===== src/rtl/counter_wrap_monitor_pkg.sv =====
// ============================================================================
// counter_mon_pkg : shared types for the counter wrap monitor
// Rev 1.0
// ============================================================================
`default_nettype none

package counter_mon_pkg;

  localparam int unsigned COUNT_W_DEF = 4;
  localparam int unsigned EPOCH_W_DEF = 8;

  typedef enum logic {
    EVT_WRAP = 1'b0,
    EVT_ERR  = 1'b1
  } evt_kind_e;

  typedef enum logic {
    SYNC  = 1'b0,
    TRACK = 1'b1
  } mon_state_e;

  typedef struct packed {
    evt_kind_e              kind;
    logic [EPOCH_W_DEF-1:0] epoch;
    logic [COUNT_W_DEF-1:0] count;
  } evt_rec_t;

endpackage

`default_nettype wire


===== src/rtl/counter_wrap_monitor_if.sv =====
// ============================================================================
// counter_wrap_monitor_if : valid/ready event record channel
// Rev 1.0
// ============================================================================
`default_nettype none

interface counter_wrap_monitor_if
  import counter_mon_pkg::*;
#(
  parameter int unsigned COUNT_W = 4,
  parameter int unsigned EPOCH_W = 8
);

  logic               evt_valid;
  logic               evt_ready;
  evt_kind_e          evt_kind;
  logic [EPOCH_W-1:0] evt_epoch;
  logic [COUNT_W-1:0] evt_count;

  modport master (
    output evt_valid, evt_kind, evt_epoch, evt_count,
    input  evt_ready
  );

  modport slave (
    input  evt_valid, evt_kind, evt_epoch, evt_count,
    output evt_ready
  );

endinterface

`default_nettype wire


===== src/rtl/counter_wrap_monitor_evt_fifo.sv =====
// ============================================================================
// evt_fifo : synchronous event-record FIFO, pointer pair with extra wrap bit
// Rev 1.0
// ============================================================================
`default_nettype none

module evt_fifo
  import counter_mon_pkg::*;
#(
  parameter int unsigned DEPTH = 4,
  parameter type         REC_T = evt_rec_t
) (
  input  wire  clk,
  input  wire  rst,
  input  wire  push_i,
  input  REC_T rec_i,
  output logic full_o,
  input  wire  pop_i,
  output logic empty_o,
  output REC_T head_o
);

  localparam int unsigned AW = $clog2(DEPTH);

  logic [AW:0] wr_q, wr_d, rd_q, rd_d;
  REC_T        mem_q [DEPTH];
  logic        pop_ok;

  assign empty_o = (wr_q == rd_q);
  assign full_o  = (wr_q[AW] != rd_q[AW]) && (wr_q[AW-1:0] == rd_q[AW-1:0]);
  assign pop_ok  = pop_i && !empty_o;

  always_comb begin
    wr_d = wr_q;
    rd_d = rd_q;
    if (push_i) wr_d = wr_q + 1'b1;
    if (pop_ok) rd_d = rd_q + 1'b1;
  end

  always_ff @(posedge clk or posedge rst) begin
    if (rst) begin
      wr_q <= '0;
      rd_q <= '0;
    end else begin
      wr_q <= wr_d;
      rd_q <= rd_d;
    end
  end

  always_ff @(posedge clk) begin
    if (push_i) mem_q[wr_q[AW-1:0]] <= rec_i;
  end

  // Head reads as zero while empty, so the fields are clean straight out of reset.
  always_comb begin
    head_o = '0;
    if (!empty_o) head_o = mem_q[rd_q[AW-1:0]];
  end

endmodule

`default_nettype wire


===== src/rtl/counter_wrap_monitor.sv =====
// ============================================================================
// counter_wrap_monitor : checks a modulo counter sequence, logs wraps/errors
// Rev 1.0
// ============================================================================
`default_nettype none

module counter_wrap_monitor
  import counter_mon_pkg::*;
#(
  parameter int unsigned COUNT_W  = 4,
  parameter int unsigned TERMINAL = 13,
  parameter int unsigned EPOCH_W  = 8,
  parameter int unsigned DEPTH    = 4
) (
  input  wire                  clk,
  input  wire                  rst,
  input  wire  [COUNT_W-1:0]   count_in,
  output logic [EPOCH_W-1:0]   epoch,
  output logic                 overflow,
  counter_wrap_monitor_if.master evt
);

  typedef struct packed {
    evt_kind_e          kind;
    logic [EPOCH_W-1:0] epoch;
    logic [COUNT_W-1:0] count;
  } rec_t;

  localparam logic [COUNT_W-1:0] TERM_C = COUNT_W'(TERMINAL);

  mon_state_e         state_q, state_d;
  logic [COUNT_W-1:0] prev_q, prev_d, expected;
  logic [EPOCH_W-1:0] epoch_q, epoch_d;
  logic               overflow_q, overflow_d;
  logic               evt_hit, push, pop, fifo_full, fifo_empty;
  rec_t               rec, head;

  assign pop = evt.evt_valid && evt.evt_ready;

  always_comb begin
    state_d  = state_q;
    prev_d   = prev_q;
    epoch_d  = epoch_q;
    evt_hit  = 1'b0;
    rec      = '0;
    expected = (prev_q == TERM_C) ? '0 : prev_q + 1'b1;
    case (state_q)
      SYNC: begin
        prev_d  = count_in;
        state_d = TRACK;
      end
      TRACK: begin
        prev_d = count_in;
        // Out-of-range values on either side are errors even if prev+1 aliases.
        if ((count_in == expected) && (count_in <= TERM_C) && (prev_q <= TERM_C)) begin
          if (prev_q == TERM_C) begin
            epoch_d = epoch_q + 1'b1;
            evt_hit = 1'b1;
            rec     = '{kind: EVT_WRAP, epoch: epoch_d, count: count_in};
          end
        end else begin
          evt_hit = 1'b1;
          rec     = '{kind: EVT_ERR, epoch: epoch_q, count: count_in};
        end
      end
      default: state_d = SYNC;
    endcase
  end

  assign push       = evt_hit && (!fifo_full || pop);
  assign overflow_d = overflow_q || (evt_hit && !push);

  always_ff @(posedge clk or posedge rst) begin
    if (rst) begin
      state_q    <= SYNC;
      prev_q     <= '0;
      epoch_q    <= '0;
      overflow_q <= 1'b0;
    end else begin
      state_q    <= state_d;
      prev_q     <= prev_d;
      epoch_q    <= epoch_d;
      overflow_q <= overflow_d;
    end
  end

  evt_fifo #(
    .DEPTH (DEPTH),
    .REC_T (rec_t)
  ) u_fifo (
    .clk     (clk),
    .rst     (rst),
    .push_i  (push),
    .rec_i   (rec),
    .full_o  (fifo_full),
    .pop_i   (pop),
    .empty_o (fifo_empty),
    .head_o  (head)
  );

  assign evt.evt_valid = !fifo_empty;
  assign evt.evt_kind  = head.kind;
  assign evt.evt_epoch = head.epoch;
  assign evt.evt_count = head.count;
  assign epoch         = epoch_q;
  assign overflow      = overflow_q;

endmodule

`default_nettype wire


===== src/flat_wrapper.sv =====
// flat-port wrapper written by rule: the top's interface ports become plain ports
module counter_wrap_monitor_flat import counter_mon_pkg::*;
#(
  parameter int unsigned COUNT_W  = 4,
  parameter int unsigned TERMINAL = 13,
  parameter int unsigned EPOCH_W  = 8,
  parameter int unsigned DEPTH    = 4
)
  (clk, rst, count_in, epoch, overflow, evt_evt_valid, evt_evt_kind, evt_evt_epoch, evt_evt_count, evt_evt_ready);
  counter_wrap_monitor_if #(.COUNT_W(COUNT_W), .EPOCH_W(EPOCH_W)) evt_i ();
  input  wire clk;
  input  wire rst;
  input  wire  [COUNT_W-1:0] count_in;
  output logic [EPOCH_W-1:0] epoch;
  output logic overflow;
  output wire logic [$bits(evt_i.evt_valid)-1:0] evt_evt_valid;
  output wire logic [$bits(evt_i.evt_kind)-1:0] evt_evt_kind;
  output wire logic [$bits(evt_i.evt_epoch)-1:0] evt_evt_epoch;
  output wire logic [$bits(evt_i.evt_count)-1:0] evt_evt_count;
  input wire logic [$bits(evt_i.evt_ready)-1:0] evt_evt_ready;
  assign evt_evt_valid = evt_i.evt_valid;
  assign evt_evt_kind = evt_i.evt_kind;
  assign evt_evt_epoch = evt_i.evt_epoch;
  assign evt_evt_count = evt_i.evt_count;
  assign evt_i.evt_ready = evt_evt_ready;
  counter_wrap_monitor #(.COUNT_W(COUNT_W), .TERMINAL(TERMINAL), .EPOCH_W(EPOCH_W), .DEPTH(DEPTH)) u_core (.clk(clk), .rst(rst), .count_in(count_in), .epoch(epoch), .overflow(overflow), .evt(evt_i));
endmodule

===== config.mk =====
export PLATFORM = sky130hd
export DESIGN_NAME = counter_wrap_monitor_flat
export DESIGN_NICKNAME = d
export VERILOG_FILES = /design/src/rtl/counter_wrap_monitor_pkg.sv /design/src/rtl/counter_wrap_monitor_if.sv /design/src/rtl/counter_wrap_monitor_evt_fifo.sv /design/src/rtl/counter_wrap_monitor.sv /design/src/flat_wrapper.sv
export SDC_FILE = /design/constraint.sdc
export NUM_CORES = 1
export LEC_CHECK = 0
export ABC_CLOCK_PERIOD_IN_PS = 3000
export CORE_MARGIN = 3
export CORE_UTILIZATION = 40
export DETAILED_ROUTE_END_ITERATION = 6
export GPL_TIMING_DRIVEN = 0
export SYNTH_ARGS = -nofsm -noshare
export SYNTH_HDL_FRONTEND = slang
export SYNTH_HIERARCHICAL = 1
export SYNTH_SLANG_ARGS = --single-unit
export TNS_END_PERCENT = 20

===== constraint.sdc =====
create_clock -name clk -period 3 [get_ports clk]
set_input_delay 0.6 -clock clk [delete_from_list [all_inputs] [get_ports clk]]
set_output_delay 0.6 -clock clk [all_outputs]
set_load 0.02 [all_outputs]

# Word level (Yosys, flattened, before mapping)
# Memories as Yosys holds them, arrays and structs flattened.
# Index checks and enable logic that the tools add are counted.
# classes
add_sub_neg	4
mul	0
div_mod_pow	0
magnitude_cmp	2
n_eq_ne	5
shift	0
mux	10
n_bitwise	0
n_reduce_logical	13
# op_table
cell	count
$mux W13	3
$mux W12	1
$add A8 B1 Y8 const B	1
$le A4 B4 Y1 const B	2
$logic_and A1 B1 Y1	7
$add A3 B1 Y3 const B	2
$mux W1	5
$add A4 B1 Y4 const B	1
$eq A4 B4 Y1	1
$eq A4 B4 Y1 const B	1
$mux W4	1
$eq A3 B3 Y1	1
$logic_not A1 Y1	3
$reduce_and A3 Y1	1
$eq A2 B2 Y1	1
$logic_or A1 B1 Y1	2
$ne A1 B1 Y1	1
# word_totals
regBits	20
latch_bits	0
mem_bits_rw	52
mem_bits_ro	0
inputBits	7
output_inout_bits	23
elab_cells	41
memories	1
# memory_table
name	words	word_bits	read_ports	rd_clocked_by_memory_dff	wr	line_no	rtl
u_core.u_fifo.mem_q	4	13	1	0	1	counter_wrap_monitor_evt_fifo.sv:26	REC_T mem_q [DEPTH];

# Longest topological paths before layout
# Gate-level depths: netlist of run 1.
# depth
depth_word	11
mapped_depth	10
mapped_depth_nobuf	8

# Modules after synthesis
# Netlist of run 1, hierarchy kept.
# by_module_without_submodules
mod	instances	cells_each	area_per_inst_um2	seq_area_each_um2
evt_fifo	1	119	2513.7	1711.6
counter_wrap_monitor	1	123	1041.0	350.3

# Least setup slack after synthesis of run 1
# No wires, ideal clock.
# synth_timing
path_type	input to register
startpoint	input port count_in[2]
endpoint	memory u_core/u_fifo/mem_q[3][0] in the netlist's numbering, enable pin
setup_time_ns	0.368
t_arrival_ns	2.475
required_time_ns	2.632
path_slack_ns	0.156
stages	7
path_buffers	1
cell_sequence	xor2_1 nor2_1 o21ai_0 a21boi_2 buf_2 a221oi_1 and2_1
# synth_between
elab_chain_len	8
# synth_lines
element	line_no	rtl
start, declared	flat_wrapper.sv:13	input wire [COUNT_W-1:0] count_in;
$le A4 B4 Y1 / $eq A4 B4 Y1 (equally long branches)	counter_wrap_monitor.sv:55	if ((count_in == expected) && (count_in <= TERM_C) && (prev_q <= TERM_C)) begin
$logic_and A1 B1 Y1 * (2 in a row)	counter_wrap_monitor.sv:55	
$mux W1 *	counter_wrap_monitor.sv:55	
$mux W1 *	counter_wrap_monitor.sv:47	case (state_q)
$logic_and A1 B1 Y1 *	counter_wrap_monitor.sv:70	assign push = evt_hit && (!fifo_full || pop);
via u_core.push	counter_wrap_monitor.sv:35	logic evt_hit, push, pop, fifo_full, fifo_empty;
$mux W1 *	counter_wrap_monitor_evt_fifo.sv:51	if (push_i) mem_q[wr_q[AW-1:0]] <= rec_i;
$mux W1 (implied by the code) *	counter_wrap_monitor_evt_fifo.sv:51	
end, declared	counter_wrap_monitor_evt_fifo.sv:26	
# Mark *: on every way through the listed nets, which the timed path passes. The rest lies on a longest branch.

# Worst setup path in the final report of run 1
# layout_timing
startpoint	input port count_in[2]
endpoint	memory u_core/u_fifo/mem_q[3][2] in the netlist's numbering, enable pin
# Same word-level chain as after synthesis.

==> results of run 1 <==
## per-layer routing
layer	up-vias	wire (µm)	GRT usage, %
met1	1028	3150	20.1
met4	0	51	5.60
li1	993	-	-
met3	4	354	2.78
met2	67	3190	22.0
met5	-	0	0
## sequential cells by signal (all words and copies together), names as in the netlist
register	flops
u_core/state_q	1
u_core/epoch	8
u_core/overflow	1
u_core/u_fifo/wr_q	3
u_core/u_fifo/mem_q	52
u_core/prev_q	4
u_core/u_fifo/rd_q	3
## layout by cell type (no fill, tap or decap), drive strengths merged, types with 2 or more instances in the layout
master          n
buf             9
a21oi           7
mux4           13
nor2           10
a41o            3
and2b           4
clkbuf         15
nand3           5
nand2          15
nand4b          2
nor3b           2
nor3            3
bufinv          2
or4             5
and2            6
xnor2          11
inv            11
nand2b          3
clkinvlp        2
clkdlybuf4s50  29
and3            7
dfrtp          20
o21ai           9
ha              6
edfxtp         52
xor2            7
nand4           7
nor2b           9
## where the power goes
part	leakage (nW)	switching (mW)	total (mW)	internal, mW
clock	0.107	0.387	0.864	0.477
combinational	0.769	0.920	1.85	0.928
sequential	0.740	0.0874	1.37	1.28
total	1.62	1.39	4.08	2.69
## path summary, 6_finish.rpt
check                      depth (start not counted)  slack [ps]                                   end                        from
hold / removal                                     2         490     u_core/u_fifo/wr_q[2]$_DFFE_PP0P_                         rst
hold reg to reg                                    1         510             u_core/overflow$_DFF_PP0_   u_core/overflow$_DFF_PP0_
setup / recovery                                   8         120   u_core/u_fifo/mem_q[3][2]$_DFFE_PP_                 count_in[2]
min in group clk                                   1         510             u_core/overflow$_DFF_PP0_   u_core/overflow$_DFF_PP0_
setup reg to reg                                   7         410  u_core/u_fifo/mem_q[0][10]$_DFFE_PP_  u_core/prev_q[1]$_DFF_PP0_
max in group asynchronous                          2        1970           u_core/epoch[0]$_DFFE_PP0P_                         rst
## what timing repair did
action | CTS | global route
hold buffers | 0 | 0
setup endpoints to repair | 53 | 53
pin swaps | 0 | 4
gates cloned | 0 | 1
gates resized for setup | 12 | 2
buffers inserted | 0 | 2
## logic make-up (layout without fill, tap and decap cells)
family          after synthesis  after routing  synth area share (%)
simple gates                 81             82                  15.8
flops                        72             72                  58.0
compound gates               29             29                  5.91
buf+inv                      21             68                  3.56
xor+xnor                     18             18                  5.49
mux                          14             14                  8.98
fa+ha+maj                     6              6                  2.11
other cells                   1              1                 0.105
## metrics by stage
stage          cell area [µm²]  utilization [%]
2_1_floorplan             3550                -
3_3_place_gp              3980             47.2
3_5_place_dp              3980             47.2
4_1_cts                   4230             50.2
5_1_grt                   4260             50.6
6_report                  4260             50.6
## final cells by class
cell class	count	area [µm²]
buffer	13	96.3
sequential	72	2060
inverter	8	30.0
multi-input combinational	150	1410
clock inverter	7	101
fill	751	4160
clock buffer	9	124
timing repair buffer	31	305
tap	105	131
==> impl_metrics.toml, run 1 <==
[layout]
area_growth_syn_to_layout_pct = 19.9
final_layout_size_suffix_gt1_share_pct = 22.4
n_antenna_cell = 0
layout.nets = 298
final-instance-count-excl-fill = 395

[timing]
fin_tns_setup_ps = 0
post-route-period-util_pct = 96.1
setup_ws_ps = 117
fmax_ghz = 0.347
hold_viol_final = 0
worst_pin_slew_ps = 1160
fin_crit_ps = 2880
relSlewSlack_pct = 22.8
whs_ps = 492
setup_viol = 0
final.setup_skew_ps = 6.38
rsz0062_at_grt = "false"
slew_violations = 0

[synthesis]
synthTopCellsByCount = "52 x edfxtp_1, 20 x dfrtp_1, 15 x nand2_1"
ys_ff_latch = 72
synth_warnings = 6
ys_async_sr_fraction_pct = 27.8
synth_edf_count = 52
postSynthAreaPerCell_um2 = 14.7
ys_seq_area_share_pct = 58.0
netlist_instances = 242
ys.flop_type = "edfxtp_1"
synth_cell_type_count = 50
yosys.area.top_type = "edfxtp_1"
synth_most_common_cell = "edfxtp_1"
netlist_area_mm2 = 0.00355
synthTopCellsByArea = "edfxtp_1 44%, dfrtp_1 14%, mux4_2 5.7%"
synth_fp_nets = 255
synth_top_area_share_pct = 43.9

[critical_path]
path_max_fanout = 10
critPathLaunchType = "primary input"
crit_family = "compound AO/OA/AOI/OAI gates"
slowest_delay_ps = 620
end_kind = "flop"
crit_type = "primary input to flop"
path_buf_inv = 2
required_ps = 3030
cpMaxStageDelayCell = "clkdlybuf4s50_1"
path_cells = "clkdlybuf4s50_1, nand2b_1, a21oi_1, o21ai_1, a21boi_4, buf_2, a221oi_4, and2_2"
cp.arrival_ps = 2910

[global_route]
antenna_found_initial = 0
grt_max_degree = 15
grt_first_pass_wirelength_um = 11000
grt_pass1_vias = 2086
track_usage_pct = 14.3
grt_overflow = 0

[place]
dpl.hpwl_um = 4500
place_inst = 376
gp_congestion = 0.796
port_buffers = 29
dpl_worst_slack_ps = -1170

[drt]
vias = 2092
vias_per_cell = 5.30
dr.first_iter.drc_count = 140
dr.pass1.iters = 4
wl_per_cell_um = 17.1
postRouteAntennaNets = 0
drc_errors = 0
routed_wl_um = 6750

[clock_tree]
cts_root_buf = "clkbuf_8"
cts_buffers = 9
htree_num_levels = 3
clk_latency_ps = 340
clock_sinks = 72
tritoncts = "yes"
path_clk_slew_ps = 80
clockBufferDepth = 2

[power]
cellPowerDensity_mw_per_mm2 = 958
p_total_mw = 4.08
power.leakage_nw = 1.62
irDropWorstVdd_v = 0.000377

[die]
die_width_um = 100
die_h_um = 100
die_area_mm2 = 0.0101
core_area_mm2 = 0.00842
io_pins = 30
row_count = 33
floorplan.initialDensity_pct = 42.2

[job]
drv_cap = 0

[min_path]
hold_class = "primary input to async pin"

[status]
status = "finished clean"
Note: power is estimated with default switching activity, not from simulation.
==> run 2: changes to the inputs <==
--- a/config.mk
+++ b/config.mk
@@ -7,4 +7,4 @@
 export LEC_CHECK = 0
-export ABC_CLOCK_PERIOD_IN_PS = 3000
-export CORE_MARGIN = 3
+export ABC_CLOCK_PERIOD_IN_PS = 3700
+export CORE_MARGIN = 2
 export CORE_UTILIZATION = 40
==> constraint.sdc (replaced) <==
create_clock -name clk -period 3.7 [get_ports clk]
set_input_delay 0.74 -clock clk [delete_from_list [all_inputs] [get_ports clk]]
set_output_delay 0.74 -clock clk [all_outputs]
set_load 0.01 [all_outputs]
==> run 2 against run 1 <==
Against the previous run: via count grew 0.96%; total power shrank 25%; worst setup slack gained 160 ps; cell area shrank 1.6%; register-to-register slack gained 380 ps; clock-buffer cell count is the same; non-clock buffer count shrank 2; clock power shrank 28%; die area shrank 3.9%; hold slack gained 20 ps; final cell count is the same; clock skew grew 2.3 ps; critical path type unchanged.
==> impl_metrics.toml, run 2 (synthesis results as in run 1) <==
[clock_tree]
cts_buffers = 9
tritoncts = "yes"
postCtsHoldBufs = 0
clockBufferDepth = 2
path_clk_slew_ps = 80
cts_root_buf = "clkbuf_8"
clock_sinks = 72
cts_setup_buffers = 0
clk_latency_ps = 330
htree_num_levels = 3

[global_route]
grt_max_degree = 15
antenna_found_initial = 0
grt_pass1_vias = 2082
track_usage_pct = 14.4
grt_first_pass_wirelength_um = 10800
grt_overflow = 0

[min_path]
hold_class = "flop to flop"

[critical_path]
critPathLaunchType = "primary input"
cp.arrival_ps = 3410
end_kind = "flop"
path_max_fanout = 14
required_ps = 3690
crit_type = "primary input to flop"

[place]
placed_area_mm2 = 0.00398
port_buffers = 29
dpl.hpwl_um = 4440
dpl_worst_slack_ps = -581
gp_congestion = 0.815

[status]
status = "finished clean"

[layout]
utilization_pct = 48.3
final_layout_size_suffix_gt1_share_pct = 21.3
largest_reg_flops = 52
final_cell_mix = "52 x edfxtp_1, 29 x clkdlybuf4s50_1, 20 x dfrtp_1"
final_common_cell = "edfxtp_1"
layout.nets = 295
fin_area_mm2 = 0.00419
area_growth_syn_to_layout_pct = 18.0
n_antenna_cell = 0

[drt]
dr.first_iter.drc_count = 94
postRouteAntennaNets = 0
vias_per_cell = 5.35
vias = 2112
routed_wl_um = 6470
wl_per_cell_um = 16.4
drc_errors = 0
dr.pass1.iters = 4

[die]
core_area_mm2 = 0.00868
io_pins = 30
die_width_um = 98.3
row_count = 34
die_area_mm2 = 0.00966
die_h_um = 98.3
floorplan.initialDensity_pct = 41.0

[power]
power.leakage_nw = 1.59
irDropWorstVdd_v = 0.000255
cellPowerDensity_mw_per_mm2 = 734
p_total_mw = 3.08

[timing]
fin_crit_ps = 3430
setup_viol = 0
worst_pin_slew_ps = 1130
relSlewSlack_pct = 24.6
whs_ps = 511
slew_violations = 0
rsz0062_at_grt = "false"
final.setup_skew_ps = 8.73
post-route-period-util_pct = 92.6
fmax_ghz = 0.292
setup_ws_ps = 272
hold_viol_final = 0

[job]
drv_cap = 0
==> run 2: changes by cell type in the layout (fill, tap and decap cells not counted), moves of 2 or more <==
cell | previous run | this run
o21ai_0 | 7 | 9
buf_4 | 3 | 1
and2_2 | 1 | 4
clkinv_4 | 0 | 2
and2_4 | 4 | 0
==> run 2: worst paths after layout <==
check | cells past startpoint | endpoint | from | slack, ps
worst max-delay path | 8 | u_core/u_fifo/mem_q[3][2]$_DFFE_PP_ | count_in[2] | 270
worst min-delay path | 1 | u_core/overflow$_DFF_PP0_ | u_core/overflow$_DFF_PP0_ | 510
worst max register to register | 8 | u_core/u_fifo/mem_q[3][2]$_DFFE_PP_ | u_core/prev_q[0]$_DFF_PP0_ | 790
worst min register to register | 1 | u_core/overflow$_DFF_PP0_ | u_core/overflow$_DFF_PP0_ | 510
max in group asynchronous | 2 | u_core/prev_q[1]$_DFF_PP0_ | rst | 2560
min in group asynchronous | 2 | u_core/u_fifo/rd_q[2]$_DFFE_PP0P_ | rst | 650
==> run 2: critical path, cell delays in order <==
cell	delay, ps
clkdlybuf4s50_1	610
xor2_1	170
nor2_1	50
o21ai_0	410
a21boi_2	180
buf_2	230
a221oi_2	480
and2_2	520
==> run 2: layer usage <==
metal / GRT usage, % / vias to the layer above / share of wire [%] / routed length, µm
met1: 20.5 / 1055 / 47 / 3020
met5: 0 / - / 0 / 0
met4: 5.06 / 0 / 0.85 / 55
met3: 2.36 / 5 / 4.6 / 299
met2: 22.7 / 65 / 48 / 3100
li1: - / 987 / - / -
==> run 2: layout make-up <==
cell class / count / area, µm²
fillers: 792 / 4490
repair buffers: 29 / 290
plain buffers: 13 / 96.3
clock inverters: 7 / 77.6
clock buffers: 9 / 124
multi-input cells: 149 / 1380
inverters: 8 / 30.0
flip-flops and latches: 72 / 2060
well taps: 108 / 135
==> run 2: repair_timing <==
action,4_1_cts,5_1_grt
pin swaps,0,0
gates resized for setup,4,1
setup endpoints to repair,53,53
==> run 2: power breakdown <==
group	total [mW]	switching (mW)	internal, mW
clock	0.626	0.309	0.317
sequential	1.11	0.0694	1.04
combinational	1.34	0.611	0.728
==> run 2: per-stage QoR <==
stage	cells	TNS (ps)
6_report	395	0
2_1_floorplan	242	0
4_1_cts	395	0
3_3_place_gp	379	-27320
5_1_grt	395	0
3_5_place_dp	379	-28760
